===== src/rtl/dcmi_capture_ctrl_if.sv =====
// Config, event and status signals between the DCMI capture sequencer and its surroundings.
interface dcmi_capture_ctrl_if #(
    parameter int unsigned FCNT_W = 16
);
    logic              cfg_capture;
    logic              cfg_cm;
    logic [1:0]        cfg_fcrc;
    logic              frame_start;
    logic              frame_end;
    logic              cnt_clr;
    logic              capture_active;
    logic              frame_done;
    logic              capture_clr;
    logic              sync_err;
    logic              busy;
    logic [FCNT_W-1:0] frame_cnt;

    modport master (
        output cfg_capture, cfg_cm, cfg_fcrc, frame_start, frame_end, cnt_clr,
        input  capture_active, frame_done, capture_clr, sync_err, busy, frame_cnt
    );

    modport slave (
        input  cfg_capture, cfg_cm, cfg_fcrc, frame_start, frame_end, cnt_clr,
        output capture_active, frame_done, capture_clr, sync_err, busy, frame_cnt
    );
endinterface


===== src/rtl/dcmi_capture_ctrl.sv =====
// Frame-level capture sequencer: gates the pixel datapath per frame, applies
// frame-rate decimation, and counts captured frames.
module dcmi_capture_ctrl #(
    parameter int unsigned FCNT_W = 16
) (
    input  logic                clk,
    input  logic                rstn,
    dcmi_capture_ctrl_if.slave  bus
);

    typedef enum logic [1:0] {
        IDLE  = 2'd0,
        ARMED = 2'd1,
        SKIP  = 2'd2,
        CAPT  = 2'd3
    } state_e;

    state_e            state_q;
    state_e            state_d;
    logic [1:0]        phase_q;
    logic [1:0]        phase_d;
    logic              take_c;
    logic              start_eval;
    logic              done_d;
    logic              clr_d;
    logic              err_d;

    logic              capture_active_d;
    logic              busy_d;
    logic [FCNT_W-1:0] frame_cnt_d;

    logic              capture_active_q;
    logic              frame_done_q;
    logic              capture_clr_q;
    logic              sync_err_q;
    logic              busy_q;
    logic [FCNT_W-1:0] frame_cnt_q;

    // Decimation decision for a frame_start evaluated as if in ARMED
    always_comb begin
        case (bus.cfg_fcrc)
            2'b01:   take_c = ~phase_q[0];
            2'b10:   take_c = (phase_q == 2'd0);
            default: take_c = 1'b1;
        endcase
    end

    // Next-state: frame_end is resolved first, a coincident frame_start is then evaluated from ARMED
    always_comb begin
        state_d    = state_q;
        phase_d    = phase_q;
        start_eval = 1'b0;
        done_d     = 1'b0;
        clr_d      = 1'b0;
        err_d      = 1'b0;
        case (state_q)
            IDLE: begin
                if (bus.cfg_capture) begin
                    state_d = ARMED;
                    phase_d = 2'd0;
                end
            end
            ARMED: begin
                if (!bus.cfg_capture) begin
                    state_d = IDLE;
                end else if (bus.frame_start) begin
                    start_eval = 1'b1;
                end
            end
            SKIP: begin
                if (!bus.cfg_capture) begin
                    state_d = IDLE;
                end else if (bus.frame_end) begin
                    state_d    = ARMED;
                    start_eval = bus.frame_start;
                end
            end
            CAPT: begin
                if (bus.frame_end) begin
                    done_d = 1'b1;
                    if (bus.cfg_cm) begin
                        clr_d   = 1'b1;
                        state_d = IDLE;
                    end else if (!bus.cfg_capture) begin
                        state_d = IDLE;
                    end else begin
                        state_d    = ARMED;
                        start_eval = bus.frame_start;
                    end
                end else if (bus.frame_start) begin
                    err_d = 1'b1;
                end
            end
            default: state_d = IDLE;
        endcase
        if (start_eval) begin
            phase_d = phase_q + 2'd1;
            state_d = take_c ? CAPT : SKIP;
        end
    end

    // Output next values; gate and busy follow the state being entered so they line up with it
    always_comb begin
        capture_active_d = (state_d == CAPT);
        busy_d           = (state_d != IDLE);
        frame_cnt_d      = frame_cnt_q;
        if (bus.cnt_clr) begin
            frame_cnt_d = '0;
        end else if (done_d) begin
            frame_cnt_d = frame_cnt_q + FCNT_W'(1);
        end
    end

    // State, phase and registered outputs with synchronous reset
    always_ff @(posedge clk) begin
        if (!rstn) begin
            state_q          <= IDLE;
            phase_q          <= 2'd0;
            capture_active_q <= 1'b0;
            frame_done_q     <= 1'b0;
            capture_clr_q    <= 1'b0;
            sync_err_q       <= 1'b0;
            busy_q           <= 1'b0;
            frame_cnt_q      <= '0;
        end else begin
            state_q          <= state_d;
            phase_q          <= phase_d;
            capture_active_q <= capture_active_d;
            frame_done_q     <= done_d;
            capture_clr_q    <= clr_d;
            sync_err_q       <= err_d;
            busy_q           <= busy_d;
            frame_cnt_q      <= frame_cnt_d;
        end
    end

    assign bus.capture_active = capture_active_q;
    assign bus.frame_done     = frame_done_q;
    assign bus.capture_clr    = capture_clr_q;
    assign bus.sync_err       = sync_err_q;
    assign bus.busy           = busy_q;
    assign bus.frame_cnt      = frame_cnt_q;

endmodule


===== src/flat_wrapper.sv =====
// flat-port wrapper written by rule: the top's interface ports become plain ports
module dcmi_capture_ctrl_flat 
#(
    parameter int unsigned FCNT_W = 16
)
  (clk, rstn, bus_cfg_capture, bus_cfg_cm, bus_cfg_fcrc, bus_frame_start, bus_frame_end, bus_cnt_clr, bus_capture_active, bus_frame_done, bus_capture_clr, bus_sync_err, bus_busy, bus_frame_cnt);
  dcmi_capture_ctrl_if #(.FCNT_W(FCNT_W)) bus_i ();
  input  logic clk;
  input  logic rstn;
  input wire logic [$bits(bus_i.cfg_capture)-1:0] bus_cfg_capture;
  input wire logic [$bits(bus_i.cfg_cm)-1:0] bus_cfg_cm;
  input wire logic [$bits(bus_i.cfg_fcrc)-1:0] bus_cfg_fcrc;
  input wire logic [$bits(bus_i.frame_start)-1:0] bus_frame_start;
  input wire logic [$bits(bus_i.frame_end)-1:0] bus_frame_end;
  input wire logic [$bits(bus_i.cnt_clr)-1:0] bus_cnt_clr;
  output wire logic [$bits(bus_i.capture_active)-1:0] bus_capture_active;
  output wire logic [$bits(bus_i.frame_done)-1:0] bus_frame_done;
  output wire logic [$bits(bus_i.capture_clr)-1:0] bus_capture_clr;
  output wire logic [$bits(bus_i.sync_err)-1:0] bus_sync_err;
  output wire logic [$bits(bus_i.busy)-1:0] bus_busy;
  output wire logic [$bits(bus_i.frame_cnt)-1:0] bus_frame_cnt;
  assign bus_i.cfg_capture = bus_cfg_capture;
  assign bus_i.cfg_cm = bus_cfg_cm;
  assign bus_i.cfg_fcrc = bus_cfg_fcrc;
  assign bus_i.frame_start = bus_frame_start;
  assign bus_i.frame_end = bus_frame_end;
  assign bus_i.cnt_clr = bus_cnt_clr;
  assign bus_capture_active = bus_i.capture_active;
  assign bus_frame_done = bus_i.frame_done;
  assign bus_capture_clr = bus_i.capture_clr;
  assign bus_sync_err = bus_i.sync_err;
  assign bus_busy = bus_i.busy;
  assign bus_frame_cnt = bus_i.frame_cnt;
  dcmi_capture_ctrl #(.FCNT_W(FCNT_W)) u_core (.clk(clk), .rstn(rstn), .bus(bus_i));
endmodule

===== config.mk =====
export PLATFORM = sky130hd
export DESIGN_NAME = dcmi_capture_ctrl_flat
export DESIGN_NICKNAME = d
export VERILOG_FILES = /design/src/rtl/dcmi_capture_ctrl_if.sv /design/src/rtl/dcmi_capture_ctrl.sv /design/src/flat_wrapper.sv
export SDC_FILE = /design/constraint.sdc
export NUM_CORES = 1
export LEC_CHECK = 0
export CORE_MARGIN = 5
export CORE_UTILIZATION = 50
export CTS_BUF_LIST = sky130_fd_sc_hd__clkbuf_2
export CTS_CLUSTER_SIZE = 30
export DETAILED_ROUTE_END_ITERATION = 10
export PLACE_DENSITY_LB_ADDON = 0.2
export SKIP_CTS_REPAIR_TIMING = 1
export SLEW_MARGIN = 20
export SYNTH_ARGS = -nofsm -noshare
export SYNTH_HDL_FRONTEND = slang
export SYNTH_SLANG_ARGS = --single-unit

===== constraint.sdc =====
create_clock -name clk -period 1.7 [get_ports clk]
set_input_delay 0.17 -clock clk [delete_from_list [all_inputs] [get_ports clk]]
set_output_delay 0.17 -clock clk [all_outputs]
set_load 0.02 [all_outputs]

==> impl_metrics.ini <==
[global_routing]
grt.overflow.total = 0
grt_max_degree = 17
grt_pass1_vias = 983
grt_usage_pct = 15.6
antenna_found_initial = 0
grt_pass1_wl_um = 4230

[worst_setup_path]
timing.critical_path.cells = clkdlybuf4s50_1
worst-endpoint-arrival_ns = 1.42
crit_path_end_kind = primary output
crit_required_ns = 1.53
worstSetupPathType = flop to primary output
start_kind = flop
cpLargestDelayFamily = buffers and inverters
cp_max_fo = 5
cp_slowest_cell = clkdlybuf4s50_1
path_buf_inv = 1
slowest_delay_ns = 0.63

[synth]
ys_async_sr_fraction_pct = 0
synth_top_family_by_area = simple AND/OR/NAND/NOR gates
yosys-mux-area-fraction_pct = 2.57
synth_xor_area_share_pct = 6.75
avgSynthCellArea_um2 = 8.84
ys_top_cells_by_count = dfxtp_1 (25), nor2_1 (14), a21oi_1 (11)
syn-instance-count = 132
synth.distinct_cells = 32
synth_nets = 145
ys_ff_latch = 25
synthAdderAreaFrac_pct = 4.29
synth_most_common_cell = dfxtp_1
synthTopCellsByArea = dfxtp_1 (43%), a21oi_1 (4.7%), nor2_1 (4.5%), ha_1 (4.3%), xnor2_1 (3.8%)
synth-edff-count = 0
syn-cell-area_um2 = 1170
synth-simple-area-share_pct = 26.9
synth_top_flop_cell = dfxtp_1
yosysSeqAreaShare_pct = 42.9
synth_compound_area_share_pct = 12.1
synth_top_area_share_pct = 42.9
yosys.area.top_type = dfxtp_1
ys_warn_count = 0

[place]
place.gp.congestion = 0.792
dp_hpwl_um = 1970
port-buffer-count = 29
post-place-cells = 194

[drt]
first_pass_iters = 4
drt-total-wl_um = 2580
vias = 1085
drc = 0
post_drt_via_cell_ratio = 5.48
drt.antenna.violating_nets = 0
drt_iter0_markers = 23
wl_per_cell_um = 13.0

[pwr]
peakVddDrop_mv = 0.369
p_int_uw = 691
switching_share_pct = 23.2
clkPwrFrac_pct = 25.7
power.density_nw_per_um2 = 570
p_seq_share_pct = 66.2
switching_power_uw = 208
leakagePower_uw = 0.000664
power_frac_comb_pct = 8.2

[floorplanning]
core_area_um2 = 2210
die_x_um = 58.3
rows = 17
die-area_um2 = 3400
initial_core_util_pct = 52.8
die_h_um = 58.3
io_pins = 30

[clocking]
h-tree-depth = 1
cts_made_buffers = 3
cts.sinks = 25
cts_tree = yes
clock_latency_ns = 0.33
cts_root_buf = clkbuf_2
clk_pin_slew_ns = 0.23
cts_buffer_depth = 2

[min_path]
hp-class = input pin to flop

[timing]
drv_slew = 0
rsz0062_at_grt = false
period_needed_ns = 1.59
finalSetupViolations = 0
max_slew_margin_pct = 59.4
period_share_pct = 93.6
hold_slack_ns = 0.458
tns_ns = 0
skew_ns = 0.0119
fmax_ghz = 0.629
finalHoldViolations = 0
worst_slew_pin_slew_ns = 0.608

[final_layout]
num-fill-cells = 185
fin_cells = 198
diodes = 0
area_growth_syn_to_layout_pct = 35.2
layout.nets = 184
drive_above_1_share_pct = 12.4

[run]
drv_cap = 0

[status]
status = finished clean
registers in the layout, indices dropped and copies added, names as in the netlist:
register,flops
u_core.bus.busy,1
u_core.bus.capture_active,1
u_core.bus.capture_clr,1
u_core.bus.frame_cnt,16
u_core.bus.frame_done,1
u_core.bus.sync_err,1
u_core.phase_q,2
u_core.state_q,2
per-layer routing:
layer	vias up	share of wire (%)	global-route usage (%)
met1	504	49	20.8
met4	0	1.2	4.97
met2	29	45	25.4
met5	-	0	0
met3	5	5.2	3.07
li1	547	-	-
cells by family (layout without fill, tap and decap cells):
logic type | after synthesis | in the layout
DFF | 25 | 25
and+or+nand+nor | 56 | 56
xor gates and xnor gates | 9 | 9
muxes | 3 | 3
AOI/OAI and AO/OA | 23 | 23
buffers and inverters | 12 | 50
adders and majority gates | 4 | 4
power by group through the flow:
stage	registers, uW	clock network (uW)	logic, uW
global placement	606	0	70.4
global route	597	263	79.8
CTS	595	233	72.5
detailed placement	606	0	72.0
floorplan	608	0	35.6
finish	595	231	73.3
stage by stage:
stage          instance area, um^2  power (uW)  utilization, %  setup WS [ns]
2_1_floorplan                 1170         643               -          0.160
4_1_cts                       1560         901            70.6        0.00985
3_5_place_dp                  1540         678            69.7        -0.0536
5_1_grt                       1580         940            71.3         0.0141
6_report                      1580         899            71.3          0.109
3_3_place_gp                  1540         676            69.7        -0.0123
final timing paths:
| kind | slack [ns] | to | startpoint | cells after the start |
|---|---|---|---|---|
| worst max-delay path | 0.11 | bus_frame_cnt[11] | u_core.bus.frame_cnt[11] | 1 |
| worst min-delay path | 0.46 | u_core.bus.sync_err | bus_frame_start | 3 |
| worst max register to register | 0.19 | u_core.bus.frame_cnt[14] | u_core.bus.frame_cnt[0] | 4 |
| worst min register to register | 0.50 | u_core.bus.frame_cnt[3] | u_core.bus.frame_cnt[3] | 2 |
placed cells by master, fill, tap and decap left out, types with 2 or more instances in the layout:
cell type,Yosys,final
ha_1,4,4
dlymetal6s2s_1,0,6
xor2_1,4,4
clkbuf_2,0,4
inv_1,7,7
nor4_1,2,2
xnor2_1,5,5
nor3_1,3,3
mux2i_1,3,3
and4_4,3,3
nor2_1,14,14
o21ai_0,5,5
buf_4,2,10
nand3_1,5,5
a21oi_1,11,11
clkdlybuf4s50_1,0,23
and3_1,4,4
nand2_1,8,8
dfxtp_1,25,24
a211oi_1,2,2
nand4_1,6,6
or3_1,5,5
layout make-up:
type	count	area, um^2	area share [%]
Inverter	7	26.3	1.67
Multi-Input combinational cell	95	614	38.9
Sequential cell	25	502	31.8
Tap cell	28	35.0	2.22
Clock buffer	4	20.0	1.27
Timing Repair Buffer	39	380	24.1
No activity file was read; power rests on OpenSTA's default activity.
